==> config.mk <==
export PLATFORM = sky130hd
export DESIGN_NAME = lc3_pipeline_controller_flat
export DESIGN_NICKNAME = d
export VERILOG_FILES = /design/src/rtl/lc3_pipeline_controller_if.sv /design/src/rtl/lc3_pipeline_controller.sv /design/src/flat_wrapper.sv
export SDC_FILE = /design/constraint.sdc
export NUM_CORES = 1
export LEC_CHECK = 0
export ABC_CLOCK_PERIOD_IN_PS = 4100
export CORE_UTILIZATION = 44
export CTS_BUF_LIST = sky130_fd_sc_hd__clkbuf_8
export CTS_CLUSTER_DIAMETER = 100
export CTS_CLUSTER_SIZE = 40
export DETAILED_ROUTE_END_ITERATION = 6
export PLACE_DENSITY = 0.88
export SLEW_MARGIN = 10
export SYNTH_ARGS = -nofsm -noshare
export SYNTH_HDL_FRONTEND = slang
export SYNTH_SLANG_ARGS = --single-unit
==> constraint.sdc <==
create_clock -name clock -period 4.1 [get_ports clock]
set_input_delay 0.82 -clock clock [delete_from_list [all_inputs] [get_ports clock]]
set_output_delay 0.82 -clock clock [all_outputs]
set_load 0.05 [all_outputs]
==> src/rtl/lc3_pipeline_controller_if.sv <==
// Control/status bundle between the LC-3 datapath and its pipeline controller.
// Carries stall_cnt only when LC3_CTRL_STALL_CNT_EN is defined.
interface lc3_pipeline_controller_if #(
    parameter int unsigned STALL_CNT_W = 16
);
    logic        complete_instr;
    logic        complete_data;
    logic [15:0] IR;
    logic [15:0] IR_Exec;
    logic [2:0]  NZP;
    logic [2:0]  psr;
    logic        enable_fetch;
    logic        enable_decode;
    logic        enable_execute;
    logic        enable_writeback;
    logic        enable_updatePC;
    logic        br_taken;
    logic [1:0]  mem_state;
    logic        bypass_alu_1;
    logic        bypass_alu_2;
`ifdef LC3_CTRL_STALL_CNT_EN
    logic [STALL_CNT_W-1:0] stall_cnt;
`else
    localparam int unsigned stall_cnt_w_unused = STALL_CNT_W;
`endif

    // Controller side.
    modport master (
        input  complete_instr, complete_data, IR, IR_Exec, NZP, psr,
        output enable_fetch, enable_decode, enable_execute, enable_writeback, enable_updatePC,
        output br_taken, mem_state, bypass_alu_1, bypass_alu_2
`ifdef LC3_CTRL_STALL_CNT_EN
        , output stall_cnt
`endif
    );

    // Datapath side.
    modport slave (
        output complete_instr, complete_data, IR, IR_Exec, NZP, psr,
        input  enable_fetch, enable_decode, enable_execute, enable_writeback, enable_updatePC,
        input  br_taken, mem_state, bypass_alu_1, bypass_alu_2
`ifdef LC3_CTRL_STALL_CNT_EN
        , input stall_cnt
`endif
    );
endinterface

==> src/rtl/lc3_pipeline_controller.sv <==
// LC-3 five-stage pipeline sequencer: stage enables, memory stalls, branch flush, ALU bypass.
// Define LC3_CTRL_STALL_CNT_EN to add the saturating stall_cnt output.
module lc3_pipeline_controller #(
    parameter int unsigned FILL_DEPTH  = 4,
    parameter int unsigned STALL_CNT_W = 16
) (
    input  logic                      clock,
    input  logic                      reset,
    lc3_pipeline_controller_if.master bus
);
    localparam int unsigned CNT_W = (FILL_DEPTH > 2) ? $clog2(FILL_DEPTH) : 1;

    localparam logic [3:0] OpBr  = 4'b0000;
    localparam logic [3:0] OpJmp = 4'b1100;
    localparam logic [3:0] OpLdi = 4'b1010;
    localparam logic [3:0] OpSti = 4'b1011;

    typedef enum logic [2:0] {StFill, StRun, StMemInd, StMemRd, StMemWr, StBr} state_e;

    state_e           state_q, state_d;
    logic [CNT_W-1:0] cnt_q, cnt_d;
    logic             mem_served_q, mem_served_d;
    logic             br_taken_q, br_taken_d;
    logic             is_jmp_q, is_jmp_d;

    logic en_f, en_d, en_e, en_w, en_pc;
    logic [1:0] mem_state;

    logic [3:0] op_dec, op_exe;
    logic dec_is_alu, dec_is_ctrl, exe_is_alu, exe_is_ld, exe_is_st, exe_is_ind, exe_is_mem;

    assign op_dec      = bus.IR[15:12];
    assign op_exe      = bus.IR_Exec[15:12];
    assign dec_is_alu  = op_dec inside {4'b0001, 4'b0101, 4'b1001};
    assign dec_is_ctrl = (op_dec == OpBr) || (op_dec == OpJmp);
    assign exe_is_alu  = op_exe inside {4'b0001, 4'b0101, 4'b1001};
    assign exe_is_ld   = op_exe inside {4'b0010, 4'b0110};
    assign exe_is_st   = op_exe inside {4'b0011, 4'b0111};
    assign exe_is_ind  = (op_exe == OpLdi) || (op_exe == OpSti);
    assign exe_is_mem  = exe_is_ld || exe_is_st || exe_is_ind;

    logic unused_ir_bits;
    assign unused_ir_bits = ^{bus.IR[11:9], bus.IR[4:3], bus.IR_Exec[8:0]};

    always_comb begin
        state_d      = state_q;
        cnt_d        = cnt_q;
        mem_served_d = mem_served_q;
        br_taken_d   = 1'b0;
        is_jmp_d     = is_jmp_q;
        en_f         = 1'b0;
        en_d         = 1'b0;
        en_e         = 1'b0;
        en_w         = 1'b0;
        en_pc        = 1'b0;
        mem_state    = 2'd3;

        unique case (state_q)
            StFill: begin
                if (bus.complete_instr) begin
                    en_f  = 1'b1;
                    en_pc = 1'b1;
                    en_d  = 32'(cnt_q) >= 32'd1;
                    en_e  = 32'(cnt_q) >= 32'd2;
                    en_w  = 32'(cnt_q) >= 32'd3;
                    if (32'(cnt_q) == FILL_DEPTH - 1) begin
                        state_d = StRun;
                        cnt_d   = '0;
                    end else begin
                        cnt_d = cnt_q + 1'b1;
                    end
                end
            end
            StRun: begin
                if (bus.complete_instr) begin
                    // An unserved memory op in execute freezes the whole pipe.
                    if (exe_is_mem && !mem_served_q) begin
                        if (exe_is_ind)     state_d = StMemInd;
                        else if (exe_is_ld) state_d = StMemRd;
                        else                state_d = StMemWr;
                    end else begin
                        en_f         = 1'b1;
                        en_d         = 1'b1;
                        en_e         = 1'b1;
                        en_w         = 1'b1;
                        en_pc        = 1'b1;
                        mem_served_d = 1'b0;
                        if (dec_is_ctrl) begin
                            state_d  = StBr;
                            cnt_d    = '0;
                            is_jmp_d = (op_dec == OpJmp);
                        end
                    end
                end
            end
            StMemInd: begin
                mem_state = 2'd1;
                if (bus.complete_data) begin
                    state_d = (op_exe == OpLdi) ? StMemRd : StMemWr;
                end
            end
            StMemRd: begin
                mem_state = 2'd0;
                en_w      = bus.complete_data;
                if (bus.complete_data) begin
                    state_d      = StRun;
                    mem_served_d = 1'b1;
                end
            end
            StMemWr: begin
                mem_state = 2'd2;
                if (bus.complete_data) begin
                    state_d      = StRun;
                    mem_served_d = 1'b1;
                end
            end
            StBr: begin
                if (cnt_q == '0) begin
                    en_e       = 1'b1;
                    en_w       = 1'b1;
                    cnt_d      = cnt_q + 1'b1;
                    br_taken_d = is_jmp_q || (|(bus.NZP & bus.psr));
                end else begin
                    en_pc   = 1'b1;
                    state_d = StFill;
                    cnt_d   = '0;
                end
            end
            default: begin
                state_d = StFill;
                cnt_d   = '0;
            end
        endcase
    end

    always_ff @(posedge clock) begin
        if (reset) begin
            state_q      <= StFill;
            cnt_q        <= '0;
            mem_served_q <= 1'b0;
            br_taken_q   <= 1'b0;
            is_jmp_q     <= 1'b0;
        end else begin
            state_q      <= state_d;
            cnt_q        <= cnt_d;
            mem_served_q <= mem_served_d;
            br_taken_q   <= br_taken_d;
            is_jmp_q     <= is_jmp_d;
        end
    end

    // Outputs sit at their reset values for as long as reset is held.
    always_comb begin
        bus.enable_fetch     = en_f && !reset;
        bus.enable_decode    = en_d && !reset;
        bus.enable_execute   = en_e && !reset;
        bus.enable_writeback = en_w && !reset;
        bus.enable_updatePC  = en_pc && !reset;
        bus.br_taken         = br_taken_q && !reset;
        bus.mem_state        = reset ? 2'd3 : mem_state;
        bus.bypass_alu_1     = exe_is_alu && (bus.IR_Exec[11:9] == bus.IR[8:6]);
        bus.bypass_alu_2     = exe_is_alu && (bus.IR_Exec[11:9] == bus.IR[2:0]) &&
                               !bus.IR[5] && dec_is_alu;
    end

`ifdef LC3_CTRL_STALL_CNT_EN
    logic [STALL_CNT_W-1:0] stall_cnt_q;
    logic                   stall_cycle;

    assign stall_cycle = (state_q inside {StMemInd, StMemRd, StMemWr, StBr}) ||
                         ((state_q == StRun) && !(en_f || en_d || en_e || en_w || en_pc));

    always_ff @(posedge clock) begin
        if (reset) begin
            stall_cnt_q <= '0;
        end else if (stall_cycle && !(&stall_cnt_q)) begin
            stall_cnt_q <= stall_cnt_q + 1'b1;
        end
    end

    assign bus.stall_cnt = stall_cnt_q;
`else
    localparam int unsigned stall_cnt_w_unused = STALL_CNT_W;
`endif
endmodule

==> src/flat_wrapper.sv <==
// flat-port wrapper written by rule: the top's interface ports become plain ports
module lc3_pipeline_controller_flat 
#(
    parameter int unsigned FILL_DEPTH  = 4,
    parameter int unsigned STALL_CNT_W = 16
)
  (clock, reset, bus_complete_instr, bus_complete_data, bus_IR, bus_IR_Exec, bus_NZP, bus_psr, bus_enable_fetch, bus_enable_decode, bus_enable_execute, bus_enable_writeback, bus_enable_updatePC, bus_br_taken, bus_mem_state, bus_bypass_alu_1, bus_bypass_alu_2);
  lc3_pipeline_controller_if #(.STALL_CNT_W(STALL_CNT_W)) bus_i ();
  input  logic clock;
  input  logic reset;
  input wire logic [$bits(bus_i.complete_instr)-1:0] bus_complete_instr;
  input wire logic [$bits(bus_i.complete_data)-1:0] bus_complete_data;
  input wire logic [$bits(bus_i.IR)-1:0] bus_IR;
  input wire logic [$bits(bus_i.IR_Exec)-1:0] bus_IR_Exec;
  input wire logic [$bits(bus_i.NZP)-1:0] bus_NZP;
  input wire logic [$bits(bus_i.psr)-1:0] bus_psr;
  output wire logic [$bits(bus_i.enable_fetch)-1:0] bus_enable_fetch;
  output wire logic [$bits(bus_i.enable_decode)-1:0] bus_enable_decode;
  output wire logic [$bits(bus_i.enable_execute)-1:0] bus_enable_execute;
  output wire logic [$bits(bus_i.enable_writeback)-1:0] bus_enable_writeback;
  output wire logic [$bits(bus_i.enable_updatePC)-1:0] bus_enable_updatePC;
  output wire logic [$bits(bus_i.br_taken)-1:0] bus_br_taken;
  output wire logic [$bits(bus_i.mem_state)-1:0] bus_mem_state;
  output wire logic [$bits(bus_i.bypass_alu_1)-1:0] bus_bypass_alu_1;
  output wire logic [$bits(bus_i.bypass_alu_2)-1:0] bus_bypass_alu_2;
  assign bus_i.complete_instr = bus_complete_instr;
  assign bus_i.complete_data = bus_complete_data;
  assign bus_i.IR = bus_IR;
  assign bus_i.IR_Exec = bus_IR_Exec;
  assign bus_i.NZP = bus_NZP;
  assign bus_i.psr = bus_psr;
  assign bus_enable_fetch = bus_i.enable_fetch;
  assign bus_enable_decode = bus_i.enable_decode;
  assign bus_enable_execute = bus_i.enable_execute;
  assign bus_enable_writeback = bus_i.enable_writeback;
  assign bus_enable_updatePC = bus_i.enable_updatePC;
  assign bus_br_taken = bus_i.br_taken;
  assign bus_mem_state = bus_i.mem_state;
  assign bus_bypass_alu_1 = bus_i.bypass_alu_1;
  assign bus_bypass_alu_2 = bus_i.bypass_alu_2;
  lc3_pipeline_controller #(.FILL_DEPTH(FILL_DEPTH), .STALL_CNT_W(STALL_CNT_W)) u_core (.clock(clock), .reset(reset), .bus(bus_i));
endmodule
==> flow_metrics.tcl, run 1 <==
set metrics [dict create \
    cts.sinks 8 \
    max_freq_mhz 274 \
    drv_cap 0 \
    hold_viol_final 0 \
    worstMarginPinSlew_ps 716 \
    fin_ws_ps 448 \
    via_count 1073 \
    nNetsFinal 211 \
    post_cts_buffers 0 \
    clock_path_buffers 2 \
    status "finished clean" \
    maxSlewHeadroom_pct 52.2 \
    instances_no_fill 190 \
    crit_chain "clkdlybuf4s50_1 > nand2_1 > a31oi_1 > a31oi_1 > nor3_1 > clkdlybuf4s50_1" \
    die_area_um2 2430 \
    synthFlopType "dfxtp_1" \
    place.gp.congestion 0.838 \
    first_pass_iters 4 \
    period_needed_ps 3650 \
    min_path_type "register to register" \
    cp_top_family "buffers and inverters" \
    cp_slowest_cell "clkdlybuf4s50_1" \
    cts_made_buffers 3 \
    path_clk_slew_ps 40 \
    via_per_inst 5.65 \
    drc 0 \
    synthCells 128 \
    maxSlewViolCount 0 \
    drive_gt1_share_pct 10.4 \
    cts_tree "done" \
    synth-compound-area-share_pct 28.4 \
    wl_per_cell_um 13.9 \
    grt_max_degree 22 \
    layout_commonest_cell "clkdlybuf4s50_1" \
    antenna_found_initial 0 \
    finClkSkew_ps 3.46 \
    ir_worst_vdd_mv 0.194 \
    max_stage_delay_ps 850 \
    synth.area.mux_share_pct 5.08 \
    crit_type "primary input to output pin" \
    fin_util_pct 68.7 \
    place_ws_ps 482 \
    ys_ff_latch 8 \
    p_leak_nw 0.523 \
    ys.warnings.count 0 \
    antenna_cells 0 \
    dp.cells 187 \
    wl_mm 2.64 \
    synth_xor_area_share_pct 6.22 \
    place_hpwl_mm 2.07 \
    arrival_ps 2830 \
    worst_setup_path_end_kind "output pin" \
    period_share_pct 89.1 \
    path_buf_inv 2 \
    syn_avg_cell_area_um2 7.70 \
    tns_ps 0 \
    drt_iter0_markers 21 \
    grt_pass1_vias 969 \
    rows 16 \
    synthSimpleGateAreaFrac_pct 33.5 \
    power_mw 0.286 \
    area_growth_syn_to_layout_pct 42.3 \
    cts_root_buf "clkbuf_8" \
    start_util_pct 48.3 \
    core_area_um2 2040 \
    yosysSeqAreaShare_pct 16.2 \
    fp.dieH_um 49.3 \
    start_kind "primary input" \
    ff2ff_setup_slack_ps 2020 \
    portBuffers 37 \
    die_x_um 49.3 \
    syn-num-nets 174 \
    worstPathRequired_ps 3280 \
    synth.distinct_cells 50 \
    h-tree-depth 1 \
    synth_top_family_by_area "simple AND/OR/NAND/NOR gates" \
    clk_latency_ps 230 \
    io_pins 52 \
    synth_area_um2 986 \
    grt-ovfl-total 0 \
    detail-route-antenna-nets 0 \
    rsz0062_at_grt "false" \
    cts_resized 0 \
    most-common-layout-cells "clkdlybuf4s50_1, nor2_1, a21oi_1, dfxtp_1" \
    grt_use_total_pct 22.4 \
    synthAdderAreaFrac_pct 5.08 \
    critical_path.max_fanout 5 \
    grt_pass1_wl_mm 4.15 \
    holdBufCountCts 0 \
    final-setup-viol-count 0 \
    synth_edf_count 0 \
    power_density_nw_per_um2 204 \
    async_flop_share_pct 0 \
]
-- logic make-up (layout without fill, tap and decap cells) --
group / count (synthesis) / after routing
simple gates: 57 / 57
compound gates: 37 / 37
buf+inv: 11 / 46
flops: 8 / 8
xor+xnor: 7 / 7
fa+ha+maj: 4 / 4
mux: 4 / 4
-- routing by layer --
| layer | global-route usage [%] | routed length (µm) | vias up |
|---|---|---|---|
| li1 | - | - | 539 |
| met1 | 26.4 | 1180 | 490 |
| met2 | 40.0 | 1300 | 42 |
| met3 | 5.61 | 160 | 2 |
| met4 | 5.39 | 9 | 0 |
| met5 | 0 | 0 | - |
-- worst min-delay path, stage by stage, from the launching register on --
cell and delay, ps:
dfxtp_1 330, nand3_1 70, a21oi_1 60
-- worst paths after layout --
path	startpoint	to	cells past startpoint
min reg2reg	u_core.cnt_q[0]$_SDFFE_PP0P_	u_core.cnt_q[0]$_SDFFE_PP0P_	2
max reg2reg	u_core.state_q[2]$_SDFFE_PP0P_	u_core.state_q[0]$_SDFFE_PP0P_	4
min	u_core.cnt_q[0]$_SDFFE_PP0P_	u_core.cnt_q[0]$_SDFFE_PP0P_	2
max	bus_IR_Exec[15]	bus_enable_updatePC	6
-- sequential cells by signal, summed over array words and instances, names as in the netlist --
register and cells:
u_core.cnt_q 2, u_core.mem_served_q 1, u_core.br_taken_q 1, u_core.is_jmp_q 1
u_core.state_q 3
-- area by class of cell --
cell class	count	area [µm²]
timing repair buffer	39	380
multi-input combinational	109	772
fill	171	639
tap	27	33.8
sequential	8	160
clock buffer	3	41.3
inverter	4	15.0
-- Yosys cell counts (all sizes together), types with 2 or more instances --
| master | count | area share, % |
|---|---|---|
| a211oi | 3 | 2.3 |
| ha | 4 | 5.1 |
| a21oi | 8 | 4.1 |
| o21ai | 3 | 1.5 |
| nand3 | 7 | 3.6 |
| or2 | 3 | 1.9 |
| mux2i | 2 | 2.0 |
| a31oi | 5 | 3.2 |
| inv | 4 | 1.5 |
| nor2b | 6 | 4.6 |
| a21o | 3 | 2.4 |
| and2 | 2 | 1.3 |
| buf | 5 | 3.2 |
| nor2 | 10 | 3.8 |
| a22o | 2 | 1.8 |
| nand3b | 2 | 1.5 |
| dfxtp | 8 | 16 |
| mux2 | 2 | 3.0 |
| nor4 | 3 | 1.9 |
| clkbuf | 2 | 0.76 |
| xor2 | 4 | 3.6 |
| xnor2 | 3 | 2.7 |
| nand2b | 8 | 5.8 |
| nand2 | 7 | 2.7 |
| nor3 | 3 | 1.5 |
-- report_power, final --
group / internal [mW] / switching (mW) / leakage, nW / total (mW)
Sequential: 0.0804 / 0.00438 / 0.0648 / 0.0848
Combinational: 0.0527 / 0.0478 / 0.436 / 0.101
Clock: 0.0641 / 0.0362 / 0.0216 / 0.100
Total: 0.197 / 0.0883 / 0.523 / 0.286
-- metrics by stage --
stage	hold WS [ps]	cell area, µm²
after floorplan	475	986
after global placement	493	1360
after detailed placement	506	1360
after CTS	514	1400
after global routing	549	1400
final	511	1400
No activity file was read; power rests on OpenSTA's default activity.
==> run 2: changes to the inputs <==
Settings changed: ABC_CLOCK_PERIOD_IN_PS 4100 to 3750, CORE_UTILIZATION 44 to 41, GPL_TIMING_DRIVEN from default to 0, PLACE_DENSITY 0.88 to 0.83.
Clock period 4.1 ns to 3.75 ns, I/O delays scaled along.
==> run 2 against run 1 <==
Compared with the run above:
- first-iteration DRC count rose by 9.5%
- non-clock buffer count rose by 5
- global-route usage rose by 2.5 points
- count of clock-buffer cells in the layout did not move
- clock skew fell by 2.5 ps
- sequential cell count did not move
- wire length rose by 11%
- critical path depth fell by 1
- cell area rose by 2.2%
- largest cell class unchanged
==> flow_metrics.tcl, run 2 (same netlist as run 1, synthesis figures left out) <==
set metrics [dict create \
    crit_type "primary input to output pin" \
    p_switching_mw 0.0976 \
    antenna_cells 0 \
    hold_viol_final 0 \
    place.gp.congestion 0.872 \
    cts_tree "done" \
    first_pass_iters 4 \
    nNetsFinal 216 \
    rows 17 \
    ir_worst_vdd_mv 0.192 \
    cts.sinks 8 \
    period_needed_ps 3570 \
    most-common-layout-cells "clkdlybuf4s50_1, nor2_1, a21oi_1, dfxtp_1" \
    drive_gt1_share_pct 10.7 \
    place_hpwl_mm 2.33 \
    tns_ps 0 \
    maxSlewViolCount 0 \
    die_x_um 51.0 \
    sequentialPowerShare_pct 28.8 \
    portBuffers 37 \
    clk_latency_ps 230 \
    drt_iter0_markers 23 \
    drc 0 \
    critical_path.max_fanout 9 \
    p_leak_nw 0.563 \
    power_mw 0.314 \
    grt-ovfl-total 0 \
    finClkSkew_ps 0.970 \
    cts_made_buffers 3 \
    worstMarginPinSlew_ps 504 \
    largest-register "u_core.state_q" \
    p_comb_share_pct 36.6 \
    holdWs_ps 504 \
    switching_share_pct 31.1 \
    worstPathRequired_ps 3000 \
    grt_pass1_vias 1074 \
    grt_max_degree 11 \
    wl_per_cell_um 15.0 \
    rsz0062_at_grt "false" \
    detail-route-antenna-nets 0 \
    layout_commonest_cell "clkdlybuf4s50_1" \
    fp.dieH_um 51.0 \
    post_cts_buffers 0 \
    grt_use_total_pct 25.0 \
    min_path_type "register to register" \
    maxSlewHeadroom_pct 66.3 \
    grt_pass1_wl_mm 4.86 \
    drv_cap 0 \
    status "finished clean" \
    p_int_mw 0.216 \
    final_area_um2 1430 \
    start_kind "primary input" \
    via_count 1105 \
    dpl_cell_area_um2 1390 \
    cts_root_buf "clkbuf_8" \
    largest_register_ff_count 3 \
    wl_mm 2.94 \
    start_util_pct 44.1 \
    reg_top3 "u_core.state_q: 3 flops, u_core.cnt_q: 2 flops" \
    power_density_nw_per_um2 219 \
    r2r_cells 5 \
    area_growth_syn_to_layout_pct 45.4 \
    path_clk_slew_ps 40 \
    worst_setup_path_end_kind "output pin" \
    holdBufCountCts 0 \
    h-tree-depth 1 \
    arrival_ps 2820 \
    die_area_um2 2610 \
    max_freq_mhz 280 \
    io_pins 52 \
    clock_path_buffers 2 \
    hold_depth 2 \
    final-setup-viol-count 0 \
    via_per_inst 5.64 \
    period_share_pct 95.1 \
    pwr-share-clk_pct 34.6 \
    antenna_found_initial 0 \
    core_area_um2 2230 \
]
==> run 2: cell types whose count changed in the layout (fill, tap and decap cells not counted) <==
cell / previous run / this run
dlymetal6s2s_1: 0 / 1
clkbuf_1: 0 / 2
dlygate4sd2_1: 0 / 1
buf_2: 0 / 4
buf_6: 0 / 1
buf_4: 4 / 0
==> run 2: final timing paths <==
path	slack [ps]	start	end
setup / recovery	180	bus_IR_Exec[15]	bus_bypass_alu_2
hold / removal	500	u_core.cnt_q[0]$_SDFFE_PP0P_	u_core.cnt_q[0]$_SDFFE_PP0P_
hold reg to reg	500	u_core.cnt_q[0]$_SDFFE_PP0P_	u_core.cnt_q[0]$_SDFFE_PP0P_
setup reg to reg	1980	u_core.cnt_q[1]$_SDFFE_PP0P_	u_core.state_q[0]$_SDFFE_PP0P_
==> run 2: worst max-delay path, cell delays in order <==
cell	delay, ps
clkdlybuf4s50_1	460
nand2_1	290
nand3b_1	170
nor4_1	290
clkdlybuf4s50_1	850
==> run 2: metrics by stage <==
stage,instances,setup WS (ps),utilization (%)
2_1_floorplan,128,395,-
3_3_place_gp,193,22.9,62.3
3_5_place_dp,193,8.54,62.3
4_1_cts,196,101,64.1
5_1_grt,196,59.9,64.2
6_report,196,184,64.2
==> run 2: repair_timing <==
| item | in CTS | in global routing |
|---|---|---|
| gates resized for setup | 1 | 1 |
| cloned | 0 | 0 |
| endpoints found under the setup margin | 1 | 1 |
==> run 2: area by class of cell <==
class | instances | area, µm²
multi-input cells | 109 | 772
clock buffers | 3 | 41.3
fillers | 214 | 800
inverters | 4 | 15.0
repair buffers | 37 | 372
flip-flops and latches | 8 | 160
well taps | 28 | 35.0
plain buffers | 7 | 38.8
==> run 2: power groups by stage <==
stage               Combinational [mW]  Clock [mW]  Sequential, mW
finish                           0.115       0.109          0.0904
floorplan                       0.0629           0          0.0913
CTS                              0.114       0.109          0.0904
detailed placement               0.114           0          0.0920
global placement                 0.111           0          0.0917
global route                     0.125       0.114          0.0908
==> run 2: layer usage <==
| layer | vias to the layer above | wire [µm] | track usage, % | part of all wire, % |
|---|---|---|---|---|
| met1 | 502 | 1300 | 32.0 | 44 |
| li1 | 555 | - | - | - |
| met5 | - | 0 | 0 | 0 |
| met4 | 0 | 44 | 7.87 | 1.5 |
| met2 | 42 | 1460 | 41.7 | 50 |
| met3 | 6 | 132 | 4.76 | 4.5 |
==> run 3: changes to the inputs <==
Settings changed: RECOVER_POWER from default to 25.
==> run 3 against run 2 <==
Compared with the run above:
- cell count is the same
- non-clock buffer count is the same
- clock power is essentially flat
- count of clock-buffer cells in the layout is the same
- register-to-register slack is essentially flat
- critical path type unchanged
- largest power group unchanged
==> flow_metrics.tcl, run 3 (same netlist as run 1, synthesis figures left out) <==
set metrics [dict create \
    antenna_found_initial 0 \
    hold_viol_final 0 \
    holdWs_ps 504 \
    h-tree-depth 1 \
    maxSlewHeadroom_pct 66.3 \
    period_share_pct 95.4 \
    wl_mm 2.94 \
    final-setup-viol-count 0 \
    drc 0 \
    rows 17 \
    finClkSkew_ps 0.970 \
    cts.sinks 8 \
    place_hpwl_mm 2.33 \
    rsz0062_at_grt "false" \
    detail-route-antenna-nets 0 \
    worstPathRequired_ps 3000 \
    die_x_um 51.0 \
    crit_type "primary input to output pin" \
    first_pass_iters 4 \
    io_pins 52 \
    status "finished clean" \
    cts_root_buf "clkbuf_8" \
    period_needed_ps 3580 \
    antenna_cells 0 \
    tns_ps 0 \
    clock_path_buffers 2 \
    cp-startpoint "bus_IR_Exec[13]" \
    place.gp.congestion 0.872 \
    min_path_type "register to register" \
    grt-ovfl-total 0 \
    grt_use_total_pct 25.0 \
    drive_gt1_share_pct 10.1 \
    post_cts_buffers 0 \
    grt_max_degree 11 \
    r2r_start "u_core.cnt_q[1]$_SDFFE_PP0P_" \
    start_kind "primary input" \
    layout_commonest_cell "clkdlybuf4s50_1" \
    grt_pass1_vias 1074 \
    start_util_pct 44.1 \
    n_fill_cell 214 \
    max_freq_mhz 279 \
    power_density_nw_per_um2 219 \
    critical_path.max_fanout 8 \
    largest_register_ff_count 3 \
    holdBufCountCts 0 \
    nNetsFinal 216 \
    fp.dieH_um 51.0 \
    clk_latency_ps 230 \
    via_count 1105 \
    core_area_um2 2230 \
    most-common-layout-cells "clkdlybuf4s50_1, nor2_1, a21oi_1, dfxtp_1" \
    via_per_inst 5.64 \
    path_clk_slew_ps 40 \
    worstHoldStart "u_core.cnt_q[0]$_SDFFE_PP0P_" \
    drt_iter0_markers 23 \
    maxSlewViolCount 0 \
    die_area_um2 2610 \
    grt_pass1_wl_mm 4.86 \
    cts_tree "done" \
    wl_per_cell_um 15.0 \
    worst_setup_path_end_kind "output pin" \
    ir_worst_vdd_mv 0.192 \
    p_leak_nw 0.558 \
    worstMarginPinSlew_ps 504 \
    reg_top3 "u_core.state_q: 3 flops, u_core.cnt_q: 2 flops" \
    area_growth_syn_to_layout_pct 44.7 \
    cts_made_buffers 3 \
    drv_cap 0 \
    arrival_ps 2830 \
    largest-register "u_core.state_q" \
    portBuffers 37 \
]
[run 3: per-layer routing]
metal / global-route usage [%] / part of all wire (%) / up-vias
li1: - / - / 555
met1: 32.0 / 44 / 502
met2: 41.7 / 50 / 42
met3: 4.76 / 4.5 / 6
met4: 7.87 / 1.5 / 0
met5: 0 / 0 / -
[run 3: repair_timing]
action | CTS | global route
setup endpoints to repair | 1 | 1
endpoints found under the hold margin | 0 | 0
resized for setup | 1 | 1
[run 3: metrics by stage]
stage / cells / power (mW) / util [%] / area (µm²) / setup slack [ps]
finish: 196 / 0.313 / 63.9 / 1430 / 171
CTS: 196 / 0.314 / 64.1 / 1430 / 101
detailed placement: 193 / 0.206 / 62.3 / 1390 / 8.54
floorplan: 128 / 0.154 / - / 986 / 395
global placement: 193 / 0.203 / 62.3 / 1390 / 22.9
global route: 196 / 0.329 / 63.9 / 1430 / 59.9
[run 3: where the power goes]
group	internal, mW	total (mW)	switching [mW]	leakage [nW]
sequential	0.0879	0.0904	0.00250	0.0648
combinational	0.0572	0.114	0.0566	0.472
clock	0.0700	0.109	0.0386	0.0216
[run 3: layout make-up]
| type | count | area, µm² | area share, % |
|---|---|---|---|
| Timing Repair Buffer | 37 | 372 | 26.1 |
| Tap cell | 28 | 35.0 | 2.46 |
| Buffer | 7 | 38.8 | 2.72 |
| Clock buffer | 3 | 41.3 | 2.89 |
| Inverter | 4 | 15.0 | 1.05 |
| Multi-Input combinational cell | 109 | 764 | 53.6 |
| Sequential cell | 8 | 160 | 11.2 |
[run 3: critical path: stages]
cell,delay (ps)
dlygate4sd3_1,580
nor2b_1,160
buf_6,130
a31oi_1,170
a31oi_1,60
nor3_1,140
clkdlybuf4s50_1,830
[run 3: final timing paths]
path	to	slack, ps	cells after the start
max reg2reg	u_core.state_q[0]$_SDFFE_PP0P_	1980	5
max	bus_enable_updatePC	170	7
min reg2reg	u_core.cnt_q[0]$_SDFFE_PP0P_	500	2
min	u_core.cnt_q[0]$_SDFFE_PP0P_	500	2
